## src/rtl/fifo_byte_unpacker_pkg.sv

```systemverilog
// Shared definitions for the FIFO drain-side byte unpacker: word field offsets,
// FSM state encoding and the payload byte selector.
package fifo_byte_unpacker_pkg;

   localparam int unsigned WORD_W     = 140;
   localparam int unsigned CHAN_HI    = 139;
   localparam int unsigned CHAN_LO    = 136;
   localparam int unsigned RSVD_HI    = 135;
   localparam int unsigned RSVD_LO    = 132;
   localparam int unsigned LEN_HI     = 131;
   localparam int unsigned LEN_LO     = 128;
   localparam int unsigned PAYLOAD_HI = 127;

   typedef enum logic [1:0] {
      StIdle = 2'd0,
      StWait = 2'd1,
      StSend = 2'd2
   } state_e;

   // 16:1 byte mux over the 128-bit payload; byte k lives at [8k+7:8k].
   function automatic logic [7:0] sel_byte(input logic [PAYLOAD_HI:0] payload,
                                           input logic [3:0] idx);
      return payload[{idx, 3'b000} +: 8];
   endfunction

endpackage

```

## src/rtl/fifo_byte_unpacker.sv

```systemverilog
// Pops framed 140-bit records from the read side of the clock-crossing FIFO and
// streams their valid payload bytes one per cycle on a valid/ready interface.
module fifo_byte_unpacker #(
   parameter int unsigned WORD_W        = fifo_byte_unpacker_pkg::WORD_W,
   parameter int unsigned PAYLOAD_BYTES = 16,
   parameter int unsigned CNT_W         = 16
) (
   input  logic              clk_out,
   input  logic              rst_n,
   input  logic              fifo_empty,
   output logic              fifo_r_enable,
   input  logic [WORD_W-1:0] data_from_fifo,
   output logic              byte_valid,
   input  logic              byte_ready,
   output logic [7:0]        byte_data,
   output logic              byte_last,
   output logic [3:0]        byte_chan,
   output logic [CNT_W-1:0]  word_cnt,
   output logic              err_rsvd
);
   import fifo_byte_unpacker_pkg::*;

   localparam int unsigned IDX_W = $clog2(PAYLOAD_BYTES);

   state_e              state;
   logic [PAYLOAD_HI:0] payload_q;
   logic [IDX_W-1:0]    len_q;
   logic [IDX_W-1:0]    idx_q;
   logic [IDX_W-1:0]    idx_next;
   logic                handshake;

   always_comb begin
      idx_next  = idx_q + 1'b1;
      handshake = byte_valid && byte_ready;
   end

   // The prefetch pop on the last handshake hides the FIFO read latency behind SEND.
   always_comb begin
      fifo_r_enable = !fifo_empty &&
                      ((state == StIdle) ||
                       (state == StSend && handshake && byte_last));
   end

   always_ff @(posedge clk_out or negedge rst_n) begin
      if (!rst_n) begin
         state      <= StIdle;
         payload_q  <= '0;
         len_q      <= '0;
         idx_q      <= '0;
         byte_valid <= 1'b0;
         byte_data  <= 8'h00;
         byte_last  <= 1'b0;
         byte_chan  <= 4'h0;
         word_cnt   <= '0;
         err_rsvd   <= 1'b0;
      end else begin
         unique case (state)
            StIdle: begin
               if (!fifo_empty) begin
                  state <= StWait;
               end
            end
            StWait: begin
               payload_q  <= data_from_fifo[PAYLOAD_HI:0];
               len_q      <= data_from_fifo[LEN_HI:LEN_LO];
               idx_q      <= '0;
               word_cnt   <= word_cnt + 1'b1;
               if (data_from_fifo[RSVD_HI:RSVD_LO] != 4'h0) begin
                  err_rsvd <= 1'b1;
               end
               byte_valid <= 1'b1;
               byte_data  <= data_from_fifo[7:0];
               byte_chan  <= data_from_fifo[CHAN_HI:CHAN_LO];
               byte_last  <= (data_from_fifo[LEN_HI:LEN_LO] == 4'h0);
               state      <= StSend;
            end
            StSend: begin
               if (handshake) begin
                  if (!byte_last) begin
                     idx_q     <= idx_next;
                     byte_data <= sel_byte(payload_q, idx_next);
                     byte_last <= (idx_next == len_q);
                  end else begin
                     byte_valid <= 1'b0;
                     state      <= fifo_empty ? StIdle : StWait;
                  end
               end
            end
            default: state <= StIdle;
         endcase
      end
   end

endmodule

```

## config.mk

```make
export PLATFORM = sky130hd
export DESIGN_NAME = fifo_byte_unpacker
export DESIGN_NICKNAME = d
export VERILOG_FILES = /design/src/rtl/fifo_byte_unpacker_pkg.sv /design/src/rtl/fifo_byte_unpacker.sv
export SDC_FILE = /design/constraint.sdc
export NUM_CORES = 1
export LEC_CHECK = 0
export CORE_MARGIN = 10
export CORE_UTILIZATION = 54
export CTS_CLUSTER_DIAMETER = 30
export DETAILED_ROUTE_END_ITERATION = 6
export PLACE_DENSITY_LB_ADDON = 0.1
export SYNTH_ARGS = -nofsm -noshare
export SYNTH_HDL_FRONTEND = slang
export SYNTH_SLANG_ARGS = --single-unit
```

## constraint.sdc

```tcl
create_clock -name clk_out -period 6.35 [get_ports clk_out]
set_input_delay 0.9525 -clock clk_out [delete_from_list [all_inputs] [get_ports clk_out]]
set_output_delay 0.9525 -clock clk_out [all_outputs]
set_load 0.01 [all_outputs]
```

-- After elaboration in Yosys (flattened, before gate mapping)
Index checks and enable logic that the tools add are counted.
- bits in registers: 169
- input port bits: 144
- output and inout port bits: 32
- logic and storage cells: 52
- add/subtract/negate cells: 2
- equality and inequality tests: 7
- shift-type cells: 1
- muxes and demuxes: 17
- reductions and logical operators: 15
- operators by type and width (cell ; number):
    $shiftx 128x8->8 ; 1
    $add 16x1->16 const B ; 1
    $mux 8 ; 2
    $pmux 8 s2 ; 1
    $reduce_and 3->1 ; 3
    $mux 4 ; 2
    $ne 2x2->1 const B ; 4
    $pmux 4 s2 ; 1
    $mux 2 ; 3
    $pmux 2 s3 ; 1
    $mux 1 ; 5
    $add 4x1->4 const B ; 1
    $eq 4x4->1 ; 1
    $logic_and 1x1->1 ; 4
    $logic_not 4->1 ; 1
    $pmux 1 s2 ; 2
    $reduce_and 2->1 ; 2
    $reduce_bool 4->1 ; 1
    $eq 2x1->1 const B ; 1
    $eq 2x2->1 const B ; 1
    $logic_not 2->1 ; 1
    $reduce_bool 2->1 ; 1
    $logic_not 1->1 ; 1
    $logic_or 1x1->1 ; 1

-- Depth between registers and ports, before layout
Gate-level depths: netlist (run 1).
- word-level depth: 5
- depth in mapped cells: 7
- gate-level depth less buffers: 6

-- Worst setup path after synthesis (run 1)
No wires, ideal clock.
- kind: input port to output port
- from: in byte_ready
- to: out fifo_r_enable
- data arrival time: 1426 ps
- required time: 5398 ps
- slack: 3972 ps
- cell stages on the path: 2
- path buffers: 0
- path through: nand3_1 > a211oi_1
- cells in the longest elaborated chain, start to end: 5
- RTL lines (element ; line ; source):
    from (decl) ; fifo_byte_unpacker.sv:14 ; input logic byte_ready,
    $logic_and 1x1->1 ; fifo_byte_unpacker.sv:34 ; handshake = byte_valid && byte_ready;
    $logic_and 1x1->1 (2 in series) ; fifo_byte_unpacker.sv:41 ; (state == StSend && handshake && byte_last));
    $logic_or 1x1->1 ; fifo_byte_unpacker.sv:40 ; ((state == StIdle) ||
    $logic_and 1x1->1 ; fifo_byte_unpacker.sv:39 ; fifo_r_enable = !fifo_empty &&
    to (decl) ; fifo_byte_unpacker.sv:11 ; output logic fifo_r_enable,
Every way passes these cells.

-- Final worst setup path (run 1)
Same ends and word-level chain as after synthesis.

==> key figures, run 1 <==
Global routing
  – GR Util All Layers: 20.8%
  – Initial antenna violation count: 0
  – Via count of the first global-routing pass: 6179
  – Gr ovfl total: 0
  – First-pass GRT wire length: ~32000 um
  – Largest net degree at the start of global routing: between 100 and 150

CTS
  – CTS tree: done
  – Hold buffers post-CTS: 0
  – CTS Buf Count: 17
  – Clock sinks: 169
  – Setup Buffers After CTS: 0
  – Clk pin slew, worst setup/hold paths: 60 ps
  – Cts repair resizes: 0
  – Max clock buf depth: 2
  – Root buffer cell: clkbuf_16
  – Clock latency on the worst-skew pair: 430 ps
  – # H-tree levels: 4

Drt
  – DRT Pass-1 Iters: 5
  – Total number of vias: 5978
  – Wire length per cell: 17.7 um
  – Detail-routed via count per cell: 5.34
  – Final antenna-violating net count: 0
  – Routed Wire Length: 19900 um
  – Detailed Route Iter0 Violations: 433
  – DR DRC count: 0

Critical path
  – Crit-path cells: clkdlybuf4s50_1 -> nand3_1 -> a211oi_1 -> clkdlybuf4s50_1
  – Critical path's top delay family: buffers and inverters
  – Crit start category: input pin
  – Worst Path Arrival: 2470 ps
  – Most used cell, CP: clkdlybuf4s50_1
  – Crit Path Class: input pin to primary output
  – Worst-path maximum fanout: 3
  – Reg-to-reg startpoint: idx_q[0]$_DFFE_PN0P_
  – Crit path capture type: primary output
  – Buf/Inv on CP: 2
  – Worst Setup SP: byte_ready
  – CP max-delay cell: clkdlybuf4s50_1
  – CP required: 5400 ps
  – Max incr delay on CP: 600 ps

Final layout
  – Area delta synth->final: 32.2%
  – Commonest non-fill, non-tap cell in the layout: nand2_1
  – Final Util: 72.5%
  – FILL cells: 1072
  – Layout cell share with drive strength beyond 1: 7.23%
  – Commonest non-fill, non-tap cells in the layout: nand2_1 (439), clkdlybuf4s50_1 (174), dfrtp_1 (168)
  – Final Net Count: 1074
  – Number of antenna diodes: 0
  – Post-route design area: 0.00998 mm2

Placement
  – RD Place Congestion: between 0.8 and 0.9
  – Placed Instance Area: 0.00938 mm2
  – HPWL Detailed: around 14000 um
  – Input/output buffers: 175

Timing
  – Relative max-transition margin: roughly a third
  – Final worst path period need: 3420 ps
  – RSZ-0062 raised after global routing: false
  – Peak Freq: 292 MHz
  – Slew @ Worst Pin: 974 ps
  – Final setup violation count: 0
  – Skew final: between 5 and 6 ps
  – Final slew viol count: 0
  – Final Hold Violating Endpoints: 0
  – Tcrit/Tclk final: 53.9%
  – Final setup TNS: 0 ps

Die
  – Die W: 138 um
  – Die area: 0.0191 mm2
  – Die height: 138 um
  – IO Pins: 176
  – Rows: 43
  – Core region area: 0.0138 mm2
  – Initial Util: roughly 55%

Synthesis
  – Post-synthesis sequential element count: 169
  – Register area share after synthesis: 56.0%
  – Post-synth net total: 917
  – Synth Area per Inst: a little under 10 um2
  – Cells after Synth: about 770
  – Main synth FF type: dfrtp_1
  – Post-synthesis cell area: 0.00755 mm2
  – Top cell type's share of synthesized area: 56.0%
  – Yosys cell types: 38
  – EDFF count, synth: 0
  – Synth top area cells: dfrtp_1 (56%), nand2_1 (22%), mux4_2 (7.5%)
  – Ys Warns: 0
  – Async set-reset flop share out of synthesis: 100%
  – Largest area contributor in the netlist: dfrtp_1

Job
  – Max Cap Viol: 0

Run status
  – Status: complete, no violations

Power and ir drop
  – LEAKAGE: 0.00477 uW
  – Maximum VDD drop: 0.000254 V
  – Cell Pwr Density: 441 mW/mm2

Hold path
  – HP Class: flop to flop
  – Hold Startpoint: payload_q[80]$_DFFE_PN0P_
## flip-flops by register name, indices dropped and copies added, names as in the netlist
signal / cells
err_rsvd: 1
len_q: 4
byte_chan: 4
state: 2
byte_valid: 1
payload_q: 128
word_cnt: 16
idx_q: 4
byte_data: 8
byte_last: 1
## final timing paths
check                                             endpoint  slack (ps)  depth (start not counted)
worst max-delay path                         fifo_r_enable        2930                          4
worst max register to register    byte_data[2]$_DFFE_PN0P_        3190                          6
worst min-delay path             payload_q[80]$_DFFE_PN0P_         470                          2
min in group asynchronous        payload_q[56]$_DFFE_PN0P_         640                          1
max in group asynchronous       payload_q[109]$_DFFE_PN0P_        4320                          2
worst min register to register   payload_q[80]$_DFFE_PN0P_         470                          2
## worst min-delay path, stage by stage, from the launching register on
cell and delay, ps:
dfrtp_1 340, nand2_1 50, nand2_1 50
## metrics by stage
stage	worst slack, ps	power [uW]	std cells	hold WS (ps)
global placement	2980	3280	1089	450
CTS	2920	4440	1120	473
finish	2930	4410	1120	471
detailed placement	2910	3350	1089	455
global route	2890	4700	1120	491
floorplan	3970	2790	771	437
## cell usage after synthesis (2+ instances only)
cell      number
nand3_1        8
ha_1           2
clkbuf_1      30
nor4_1         3
and4_1         3
o21ai_0        2
mux4_1         7
and3_1         4
buf_2          5
nand2_1      439
xnor2_1       17
mux4_2        25
buf_6          4
buf_1          2
dfrtp_1      169
a22oi_1        7
a21oi_1        3
a211oi_1       2
xor2_1         3
nor2_1         4
a221o_1        8
a32oi_1        8
## area by class of cell
| cell class | instances | area [um2] | share of cell area (%) |
|---|---|---|---|
| Tap cell | 180 | 225 | 2.26 |
| Multi-Input combinational cell | 559 | 3120 | 31.3 |
| Timing Repair Buffer | 181 | 1800 | 18.0 |
| Clock inverter | 7 | 115 | 1.15 |
| Clock buffer | 24 | 492 | 4.93 |
| Sequential cell | 169 | 4230 | 42.4 |
## power by group
group          internal [uW]  total [uW]  switching [uW]
Clock                    657        1060             405
Sequential              1560        1870             307
Combinational            706        1480             773
Total                   2920        4410            1490
## kinds of logic (layout without fill, tap and decap cells)
logic type               count (synthesis)  in the layout  synth area share, %
AO/OA/AOI/OAI                           32             32                 3.41
XOR/XNOR                                22             22                 2.90
adder cells (fa/ha/maj)                  2              2                0.331
buffers and inverters                   43            212                 2.88
flip-flops                             169            169                 56.0
multiplexers                            34             34                 10.2
AND/OR/NAND/NOR                        469            469                 24.3
## metal layers
metal | global-route usage (%) | vias up | part of all wire [%]
met1 | 25.9 | 2891 | 42
met2 | 33.3 | 230 | 49
li1 | - | 2822 | -
met5 | 0 | - | 0
met4 | 6.99 | 0 | 2.0
met3 | 6.99 | 35 | 7.4
(Power assumes the default switching activity.)
==> run 2, diff against run 1 <==
--- a/config.mk
+++ b/config.mk
@@ -6,7 +6,7 @@
 export NUM_CORES = 1
 export LEC_CHECK = 0
 export CORE_MARGIN = 10
-export CORE_UTILIZATION = 54
+export CORE_UTILIZATION = 45
 export CTS_CLUSTER_DIAMETER = 30
 export DETAILED_ROUTE_END_ITERATION = 6
 export PLACE_DENSITY_LB_ADDON = 0.1
==> constraint.sdc (replaced) <==
create_clock -name clk_out -period 3.1 [get_ports clk_out]
set_input_delay 0.465 -clock clk_out [delete_from_list [all_inputs] [get_ports clk_out]]
set_output_delay 0.465 -clock clk_out [all_outputs]
set_load 0.01 [all_outputs]
==> key figures, run 2 (synthesized netlist as in run 1, its figures left out) <==
Run status
  – Status: complete, no violations

CTS
  – Setup Buffers After CTS: 0 (unchanged)
  – Clock sinks: 169 (unchanged)
  – CTS tree: done
  – Clock latency on the worst-skew pair: 420 ps (about the same)
  – Max clock buf depth: 2 (unchanged)
  – Hold buffers post-CTS: 0 (unchanged)
  – CTS Buf Count: 17 (unchanged)
  – # H-tree levels: 4 (unchanged)
  – Clk pin slew, worst setup/hold paths: 60 ps (about the same)
  – Cts repair resizes: 0 (unchanged)
  – Root buffer cell: clkbuf_16

Global routing
  – M3 GR Usage: 5.77% (-1.2 points)
  – GRT Max-Usage Layer: met2
  – Initial antenna violation count: 0 (unchanged)
  – GR Util All Layers: 18.9% (-1.9 points)
  – Largest net degree at the start of global routing: 141 (+29%)
  – Grt met2 use: 30.5% (-2.8 points)
  – GR Util met1: 23.9% (-2.0 points)
  – Via count of the first global-routing pass: 6284 (+1.7%)
  – Gr ovfl total: 0 (unchanged)
  – First-pass GRT wire length: 33200 um (+3.0%)

Final layout
  – Layout Cells excl Fill: 1163 (+3.8%)
  – Max FFs per register: 128 (unchanged)
  – FILL cells: 1373 (+28%)
  – Number of antenna diodes: 0 (unchanged)
  – Register area: 0.00423 mm2 (unchanged)
  – Commonest non-fill, non-tap cell in the layout: nand2_1
  – Commonest non-fill, non-tap cells in the layout: nand2_1 (439), clkdlybuf4s50_1 (174), dfrtp_1 (168)
  – Final Net Count: 1076 (+0.19%)
  – Area delta synth->final: 33.4%
  – Largest Register: payload_q
  – Layout cell share with drive strength beyond 1: 7.64% (+0.40 points)
  – Multi-input gate area: 0.00312 mm2 (unchanged)
  – Biggest regs: payload_q x128, word_cnt x16, byte_data x8

Drt
  – Detailed Route Iter0 Violations: 425 (-1.8%)
  – Routed Wire Length: 21000 um (+5.7%)
  – Wire length per cell: 18.0 um (+1.7%)
  – Total number of vias: 5924 (-0.90%)
  – DRT Pass-1 Iters: 4 (-1)
  – Detail-routed via count per cell: 5.09 (-4.6%)
  – Final antenna-violating net count: 0 (unchanged)
  – DR DRC count: 0 (unchanged)

Placement
  – Input/output buffers: 175 (unchanged)
  – Dpl cells: 1131 (+3.9%)
  – RD Place Congestion: 0.841 (-2.5%)
  – HPWL Detailed: 15300 um (+9.0%)

Timing
  – Slew @ Worst Pin: 777 ps (-197 ps)
  – Skew final: 8.18 ps (+3.15 ps)
  – RSZ-0062 raised after global routing: false
  – Final worst path period need: 2520 ps
  – Final slew viol count: 0 (unchanged)
  – Final Hold Violating Endpoints: 0 (unchanged)
  – Final setup violation count: 0 (unchanged)
  – Relative max-transition margin: 48.2% (+13 points)
  – Tcrit/Tclk final: 81.3%
  – Final setup TNS: 0 ps (unchanged)
  – Peak Freq: 397 MHz

Job
  – Max Cap Viol: 0 (unchanged)

Die
  – Core region area: 0.0165 mm2 (+20%)
  – Die height: 150 um (+8.2%)
  – Initial Util: 45.7% (-9.1 points)
  – Rows: 47 (+9.3%)
  – Die area: 0.0224 mm2 (+17%)
  – Die W: 150 um (+8.2%)
  – IO Pins: 176 (unchanged)

Critical path
  – Worst Path Arrival: 2870 ps (+400 ps)
  – Crit start category: flop
  – CP required: 3450 ps (-1950 ps)
  – Max incr delay on CP: 800 ps (+200 ps)
  – CP max-delay cell: ha_1
  – Crit Path Class: flop to flop
  – Crit-path cells: ha_1 -> nor3b_2 -> a22oi_1 -> a32oi_1 -> a221o_1
  – Worst-path maximum fanout: 19 (+16)
  – Crit path capture type: flop

Power and ir drop
  – LEAKAGE: 0.00478 uW (+0.34%)
  – Power Internal: 5940 uW (+100%)
  – Cell Pwr Density: 903 mW/mm2 (+100%)
  – Maximum VDD drop: 0.000470 V (+85%)
  – Sw frac: 34.7% (+0.95 points)
  – Reg power frac: 43.3% (+1.0 points)
  – Sw Pwr: 3150 uW (+110%)
  – Combinational Power Share: 33.1% (-0.5 points)
  – Clock share of power: 23.6% (-0.5 points)

Hold path
  – HP Class: input pin to asynchronous set/reset pin
==> run 2: path summary, 6_finish.rpt <==
path / start / cells past startpoint / endpoint / slack, ps
setup reg to reg: idx_q[1]$_DFFE_PN0P_ / 5 / byte_data[7]$_DFFE_PN0P_ / 580
hold / removal: rst_n / 1 / payload_q[46]$_DFFE_PN0P_ / 40
setup / recovery: idx_q[1]$_DFFE_PN0P_ / 5 / byte_data[7]$_DFFE_PN0P_ / 580
max in group asynchronous: rst_n / 2 / byte_chan[1]$_DFFE_PN0P_ / 2290
min in group clk_out: byte_chan[1]$_DFFE_PN0P_ / 2 / byte_chan[1]$_DFFE_PN0P_ / 480
hold reg to reg: byte_chan[1]$_DFFE_PN0P_ / 2 / byte_chan[1]$_DFFE_PN0P_ / 480
==> run 2: area by class of cell <==
type / instances / share of cell area, %
timing repair buffer: 183 / 18.4
clock inverter: 12 / 1.49
tap: 220 / 2.73
clock buffer: 20 / 4.43
sequential: 169 / 42.0
multi-input combinational: 559 / 31.0
==> run 2: power groups by stage <==
stage	clock network (uW)	registers (uW)	logic, uW
floorplan	0	3660	2060
global placement	0	3960	2890
detailed placement	0	3930	3020
CTS	2170	3920	3060
global route	2270	4030	3390
finish	2140	3940	3010
==> run 2: metal layers <==
metal | routed length, um | up-vias
li1 | - | 2826
met1 | 8850 | 2879
met2 | 10200 | 198
met3 | 1640 | 21
met4 | 303 | 0
met5 | 0 | -
==> run 2: per-stage QoR <==
stage               util (%)  area (um2)  worst slack [ps]  hold slack [ps]  total power [uW]
floorplan                  -        7550              1110              169              5730
global placement        57.4        9480               694              455              6850
detailed placement      57.4        9480               562              463              6960
CTS                     61.0       10100               545             58.4              9160
global route            61.0       10100               374             76.6              9690
finish                  61.0       10100               579             38.7              9090
==> run 2: worst max-delay path: cells and delay by family (launching register included) <==
family | cells | cell delay, ps
AND/OR/NAND/NOR | 1 | 650
AO/OA/AOI/OAI | 3 | 600
adder cells (fa/ha/maj) | 1 | 800
flip-flops | 1 | 400
